[src/rtl/mem_stage.sv]
// Memory-access stage: serialises the Load/Store ops of a dual-lane bundle onto one
// single-ported data BRAM (upper lane first) and hands the packed load data to writeback.
module mem_stage #(
   parameter int ADDR_W  = 17,
   parameter int RAM_LAT = 1
) (
   input  logic              clk,
   input  logic              rstn,
   input  logic              interlock,
   input  logic [31:0]       pc_from_exec,
   input  logic [63:0]       inst_from_exec,
   input  logic [31:0]       u_addr_from_exec,
   input  logic [31:0]       l_addr_from_exec,
   input  logic [31:0]       u_sdata_from_exec,
   input  logic [31:0]       l_sdata_from_exec,
   input  logic [4:0]        u_rt_from_exec,
   input  logic [4:0]        l_rt_from_exec,
   output logic              ram_en,
   output logic              ram_we,
   output logic [ADDR_W-1:0] ram_addr,
   output logic [31:0]       ram_din,
   input  logic [31:0]       ram_dout,
   output logic              stall_req,
   output logic [31:0]       pc_to_wb,
   output logic [63:0]       inst_to_wb,
   output logic [4:0]        u_rt_to_wb,
   output logic [4:0]        l_rt_to_wb,
   output logic [63:0]       mem_doutb
);

   localparam logic [5:0] OP_LOAD  = 6'h23;
   localparam logic [5:0] OP_STORE = 6'h2B;

   localparam logic [2:0] S_IDLE    = 3'd0;
   localparam logic [2:0] S_ISSUE_U = 3'd1;
   localparam logic [2:0] S_ISSUE_L = 3'd2;
   localparam logic [2:0] S_WAIT    = 3'd3;
   localparam logic [2:0] S_DONE    = 3'd4;

   localparam logic [1:0] LAT = 2'(RAM_LAT);

   logic [2:0]        state_reg, state_next;
   logic [31:0]       pc_reg;
   logic [63:0]       inst_reg;
   logic [ADDR_W-1:0] u_addr_reg, l_addr_reg;
   logic [31:0]       u_sdata_reg, l_sdata_reg;
   logic [4:0]        u_rt_reg, l_rt_reg;
   logic [63:0]       data_reg;
   logic [1:0]        wait_cnt_reg;
   // Per stage: {load issued, upper lane}; stage RAM_LAT lines up with valid ram_dout.
   logic [2*RAM_LAT+1:0] tag_pipe_reg;

   logic [63:0]       cur_inst;
   logic [ADDR_W-1:0] cur_u_addr, cur_l_addr;
   logic [31:0]       cur_u_sdata, cur_l_sdata;
   logic [5:0]        u_op, l_op;
   logic              u_mem, l_mem, accept, finish;
   logic              issue_u, issue_l, req_we, req_load;
   logic [ADDR_W-1:0] req_addr;
   logic [31:0]       req_din;
   logic              cap_valid, cap_upper;

   logic unused_addr_bits;
   assign unused_addr_bits = ^{u_addr_from_exec[31:ADDR_W], l_addr_from_exec[31:ADDR_W]};

   // In IDLE the decision is made on the incoming bundle, afterwards on the latched copy.
   always_comb begin
      cur_inst    = inst_reg;
      cur_u_addr  = u_addr_reg;
      cur_l_addr  = l_addr_reg;
      cur_u_sdata = u_sdata_reg;
      cur_l_sdata = l_sdata_reg;
      if (state_reg == S_IDLE) begin
         cur_inst    = inst_from_exec;
         cur_u_addr  = u_addr_from_exec[ADDR_W-1:0];
         cur_l_addr  = l_addr_from_exec[ADDR_W-1:0];
         cur_u_sdata = u_sdata_from_exec;
         cur_l_sdata = l_sdata_from_exec;
      end
      u_op   = cur_inst[63:58];
      l_op   = cur_inst[31:26];
      u_mem  = (u_op == OP_LOAD) || (u_op == OP_STORE);
      l_mem  = (l_op == OP_LOAD) || (l_op == OP_STORE);
      accept = (state_reg == S_IDLE) && !interlock;
      finish = !interlock && (((state_reg == S_WAIT) && (wait_cnt_reg == LAT)) ||
                              (state_reg == S_DONE));

      state_next = state_reg;
      case (state_reg)
         S_IDLE:    if (accept && (u_mem || l_mem)) state_next = u_mem ? S_ISSUE_U : S_ISSUE_L;
         S_ISSUE_U: state_next = l_mem ? S_ISSUE_L : S_WAIT;
         S_ISSUE_L: state_next = S_WAIT;
         S_WAIT:    if (wait_cnt_reg == LAT) state_next = interlock ? S_DONE : S_IDLE;
         S_DONE:    if (!interlock) state_next = S_IDLE;
         default:   state_next = S_IDLE;
      endcase

      issue_u  = (state_next == S_ISSUE_U);
      issue_l  = (state_next == S_ISSUE_L);
      req_we   = issue_u ? (u_op == OP_STORE) : (issue_l && (l_op == OP_STORE));
      req_addr = issue_u ? cur_u_addr : cur_l_addr;
      req_din  = issue_u ? cur_u_sdata : cur_l_sdata;
      req_load = (issue_u || issue_l) && !req_we;
   end

   assign cap_valid = tag_pipe_reg[2*RAM_LAT+1];
   assign cap_upper = tag_pipe_reg[2*RAM_LAT];

   always_ff @(posedge clk or negedge rstn) begin
      if (!rstn) begin
         state_reg    <= S_IDLE;
         wait_cnt_reg <= '0;
         tag_pipe_reg <= '0;
         ram_en       <= 1'b0;
         ram_we       <= 1'b0;
         ram_addr     <= '0;
         ram_din      <= '0;
      end else begin
         state_reg    <= state_next;
         tag_pipe_reg <= {tag_pipe_reg[2*RAM_LAT-1:0], req_load, issue_u};
         ram_en       <= issue_u || issue_l;
         ram_we       <= req_we;
         ram_addr     <= req_addr;
         ram_din      <= req_din;
         if (state_reg != S_WAIT)
            wait_cnt_reg <= '0;
         else if (wait_cnt_reg != LAT)
            wait_cnt_reg <= wait_cnt_reg + 2'd1;
      end
   end

   always_ff @(posedge clk or negedge rstn) begin
      if (!rstn) begin
         pc_reg      <= '0;
         inst_reg    <= '0;
         u_addr_reg  <= '0;
         l_addr_reg  <= '0;
         u_sdata_reg <= '0;
         l_sdata_reg <= '0;
         u_rt_reg    <= '0;
         l_rt_reg    <= '0;
         data_reg    <= '0;
      end else begin
         if (accept && (u_mem || l_mem)) begin
            pc_reg      <= pc_from_exec;
            inst_reg    <= inst_from_exec;
            u_addr_reg  <= u_addr_from_exec[ADDR_W-1:0];
            l_addr_reg  <= l_addr_from_exec[ADDR_W-1:0];
            u_sdata_reg <= u_sdata_from_exec;
            l_sdata_reg <= l_sdata_from_exec;
            u_rt_reg    <= u_rt_from_exec;
            l_rt_reg    <= l_rt_from_exec;
            data_reg    <= '0;
         end else if (cap_valid) begin
            if (cap_upper) data_reg[63:32] <= ram_dout;
            else           data_reg[31:0]  <= ram_dout;
         end
      end
   end

   always_ff @(posedge clk or negedge rstn) begin
      if (!rstn) begin
         stall_req  <= 1'b0;
         pc_to_wb   <= '0;
         inst_to_wb <= '0;
         u_rt_to_wb <= '0;
         l_rt_to_wb <= '0;
         mem_doutb  <= '0;
      end else if (accept) begin
         // A bundle with memory work leaves a bubble behind it until it completes.
         stall_req  <= u_mem || l_mem;
         pc_to_wb   <= (u_mem || l_mem) ? 32'd0 : pc_from_exec;
         inst_to_wb <= (u_mem || l_mem) ? 64'd0 : inst_from_exec;
         u_rt_to_wb <= (u_mem || l_mem) ? 5'd0  : u_rt_from_exec;
         l_rt_to_wb <= (u_mem || l_mem) ? 5'd0  : l_rt_from_exec;
         mem_doutb  <= '0;
      end else if (finish) begin
         stall_req  <= 1'b0;
         pc_to_wb   <= pc_reg;
         inst_to_wb <= inst_reg;
         u_rt_to_wb <= u_rt_reg;
         l_rt_to_wb <= l_rt_reg;
         mem_doutb  <= data_reg;
      end
   end

endmodule

[config.mk]
export PLATFORM = sky130hd
export DESIGN_NAME = mem_stage
export DESIGN_NICKNAME = d
export VERILOG_FILES = /design/src/rtl/mem_stage.sv
export SDC_FILE = /design/constraint.sdc
export NUM_CORES = 1
export LEC_CHECK = 0
export BUFFER_PORTS_ARGS = -buffer_cell sky130_fd_sc_hd__buf_4
export CORE_MARGIN = 2
export CORE_UTILIZATION = 45
export DETAILED_ROUTE_END_ITERATION = 8
export PLACE_DENSITY_LB_ADDON = 0.05
export SYNTH_ARGS = -nofsm -noshare
export SYNTH_HDL_FRONTEND = slang
export SYNTH_SLANG_ARGS = --single-unit
[constraint.sdc]
create_clock -name clk -period 3.4 [get_ports clk]
set_clock_uncertainty 0.2 [all_clocks]
set_input_delay 0.17 -clock clk [delete_from_list [all_inputs] [get_ports clk]]
set_output_delay 0.17 -clock clk [all_outputs]
set_load 0.05 [all_outputs]
==> results by group <==
Timing
  – RSZ-0062 raised after global routing: false
  – Relative slew slack: 34.4%
  – Final number of setup-violating endpoints: 0
  – Final setup TNS: 0 ns
  – Max Slew Vio Count: 0
  – Worst Tran Pin Value: around 0.98 ns
  – FMAX: between 300 and 400 MHz
  – Hold Slack: about 0.15 ns
  – Final Hold Viols: 0
  – Crit path time final: approximately 2.7 ns
  – Period utilization: 80.2%

Global route
  – Pin count of the biggest net entering global routing: just over 90
  – Vias in the first global route: approximately 15000
  – Grt total ovfl: 0
  – Initial antenna violation count: 5
  – Total Routing Usage GR: 25.0%
  – First-pass GRT wire length: about 84 mm

Cells and area
  – P&R area growth vs syn: 43.7%
  – Nets@finish: about 2600
  – Fin util: 65.2%
  – Layout cell share with drive strength beyond 1: between 30% and 40%

Clock network
  – TritonCTS Sinks: 450
  – Worst-skew pair later-pin latency: between 0.5 and 0.6 ns
  – Clock Tree Root: clkbuf_16
  – Clock Tree Buf Depth: 3
  – H-tree depth: 2
  – Clock transition at the registers of the reported paths: 0.06 ns
  – CTS tree: yes
  – Num CTS Buffers: between 40 and 50
  – Setup Buffers After CTS: 0

Setup path
  – CP Launch Type: flop
  – Crit Path Max Fanout: 46
  – Max incr delay on CP: between 0.6 and 0.7 ns
  – Worst Setup End Kind: flop
  – Critical path class: flop to flop
  – CP Cell Sequence: or3_4 -> a211o_1 -> o32a_1 -> o22ai_1 -> dlygate4sd3_1
  – Worst Path Arrival: slightly above 3 ns
  – Top delay family on crit path: compound AO/OA/AOI/OAI gates
  – Critical Path RT: between 3 and 4 ns
  – Slowest cell on the critical path: or3_4
  – Worst Path Buf+Inv: 1

Synth
  – Post-Syn Area per Cell: between 10 and 15 um2
  – Top cells by count, synth: dfrtp_1, nand2_1, a21oi_1
  – Post-synthesis adder-cell area fraction: less than 1%
  – Async SR Flop Fraction: 100%
  – Synthesized area: between 15000 and 20000 um2
  – Most frequent cell after synthesis: dfrtp_1
  – XOR/XNOR Fraction of Synth Area: less than 1%
  – Area share of the largest cell type after synthesis: 61.1%
  – Syn. warnings: 0
  – Synth Area in Simple Gates: 11.1%
  – Synth Area in Compound Gates: 11.5%
  – Cell taking the most area after synthesis: dfrtp_1
  – Sequential area share after synthesis: roughly three fifths
  – Cell variety after synth: 43
  – Post-synthesis mux area share: approximately 12%
  – Top FF cell, synth: dfrtp_1
  – Post-synthesis cell count: 1638
  – EDFF count, synth: 0
  – Top cells by area, synth: dfrtp_1, mux2_2, nand2_1
  – FF+latch count, synth: between 400 and 500
  – Mapped Nets: 1908
  – Largest family of logic cells by synthesized area: multiplexers

Floorplan
  – Die width: roughly 210 um
  – Core Region: about 41000 um2
  – Starting Density: approximately 45%
  – Die ar.: 42600 um2
  – Row count: between 70 and 80
  – I/O pin count: between 400 and 500
  – Die Ht: between 200 and 250 um

Routing
  – Post-detailed-route count of antenna-violating nets: 0
  – Via/cell ratio: 5.25
  – Met2 WL: between 20 and 30 mm
  – Via count: ~15000
  – WL met1: ~23 mm
  – DRC Markers: 0
  – Detail Route met3 WL: 3.56 mm
  – DRT iter0 DRCs: around 900
  – Routed len/inst: between 15 and 20 um
  – Highest Signal Layer: met4
  – TritonRoute pass-1 iters: 5
  – Routed wire length: about 54 mm

Pwr
  – Peak VDD IR: about 0.68 mV
  – Power Density: around 900 nW/um2
  – Total Power: around 24 mW
  – Leak pwr: roughly 13 nW

Placed design
  – Hpwl dp: between 30 and 40 mm
  – Buffers on Ports: 460
  – RePlAce Congestion: 0.775

Status
  – Status: finished clean

Worst hold path
  – Hold crit path type: flop to flop

Flow run
  – Max-capacitance violation count: 0
cell families (layout without fill, tap and decap cells):
kind of cell,after synthesis,count (layout)
buffers and inverters,140,830
flip-flops,450,450
AO/OA/AOI/OAI,338,338
adder cells (fa/ha/maj),1,1
XOR/XNOR,1,1
AND/OR/NAND/NOR,504,504
multiplexers,204,204
other,0,6
layer usage:
metal	vias to the layer above	global-route usage (%)
met4	0	8.49
met5	-	0
met3	110	6.64
met2	431	39.7
li1	7051	-
met1	7446	33.2
power breakdown:
group	internal, mW	switching, mW	leakage, nW	total [mW]
clock network	3.19	2.12	0.786	5.30
logic	3.28	7.00	6.62	10.3
registers	7.24	1.01	5.59	8.25
total	13.7	10.1	13.0	23.8
worst register-to-register path, delay by kind of cell (launching register included):
kind,cells,cell delay (ns)
AOI/OAI and AO/OA,3,0.70
and+or+nand+nor,1,0.68
DFF,1,0.51
buffers and inverters,1,0.57
through the flow:
stage / setup slack, ns / cells / area (um2)
finish: 0.675 / 2866 / 26500
global route: 0.558 / 2866 / 26500
CTS: 0.670 / 2860 / 26500
detailed placement: 0.822 / 2531 / 22400
global placement: 0.844 / 2531 / 22400
floorplan: 1.39 / 1638 / 18400
cell type report:
class | instances | area, um2
Fill cell | 3253 | 14100
Sequential cell | 450 | 11300
Multi-Input combinational cell | 1048 | 6480
Timing Repair Buffer | 740 | 6460
Clock buffer | 77 | 1470
Tap cell | 532 | 666
Clock inverter | 10 | 131
Antenna cell | 6 | 15.0
Inverter | 3 | 11.3
what timing repair did:
action | CTS | global route
endpoints found under the hold margin | 799 | 0
gates resized for setup | 0 | 0
hold buffers | 242 | 0
setup endpoints to repair | 0 | 0
worst paths after layout:
path / startpoint / endpoint / slack (ns) / cells after the start
min reg2reg: tag_pipe_reg[1]$_DFF_PN0_ / tag_pipe_reg[3]$_DFF_PN0_ / 0.15 / 0
max in group asynchronous: rstn / inst_reg[10]$_DFFE_PN0P_ / 1.78 / 4
min in group asynchronous: rstn / l_sdata_reg[7]$_DFFE_PN0P_ / 0.44 / 3
max reg2reg: state_reg[1]$_DFF_PN0_ / tag_pipe_reg[1]$_DFF_PN0_ / 0.67 / 5
max: state_reg[1]$_DFF_PN0_ / tag_pipe_reg[1]$_DFF_PN0_ / 0.67 / 5
min: tag_pipe_reg[1]$_DFF_PN0_ / tag_pipe_reg[3]$_DFF_PN0_ / 0.15 / 0
cell usage in the layout (no fill, tap or decap), types with 49 or more instances in the layout:
cell type	count
nor2_1	112
nand3_1	65
mux2i_1	49
dlygate4sd3_1	241
mux2_2	135
a21oi_1	169
o21ai_0	51
nand2_1	310
buf_4	475
dfrtp_1	450
a32oi_1	104
clkbuf_16	51
(Power assumes the default switching activity.)
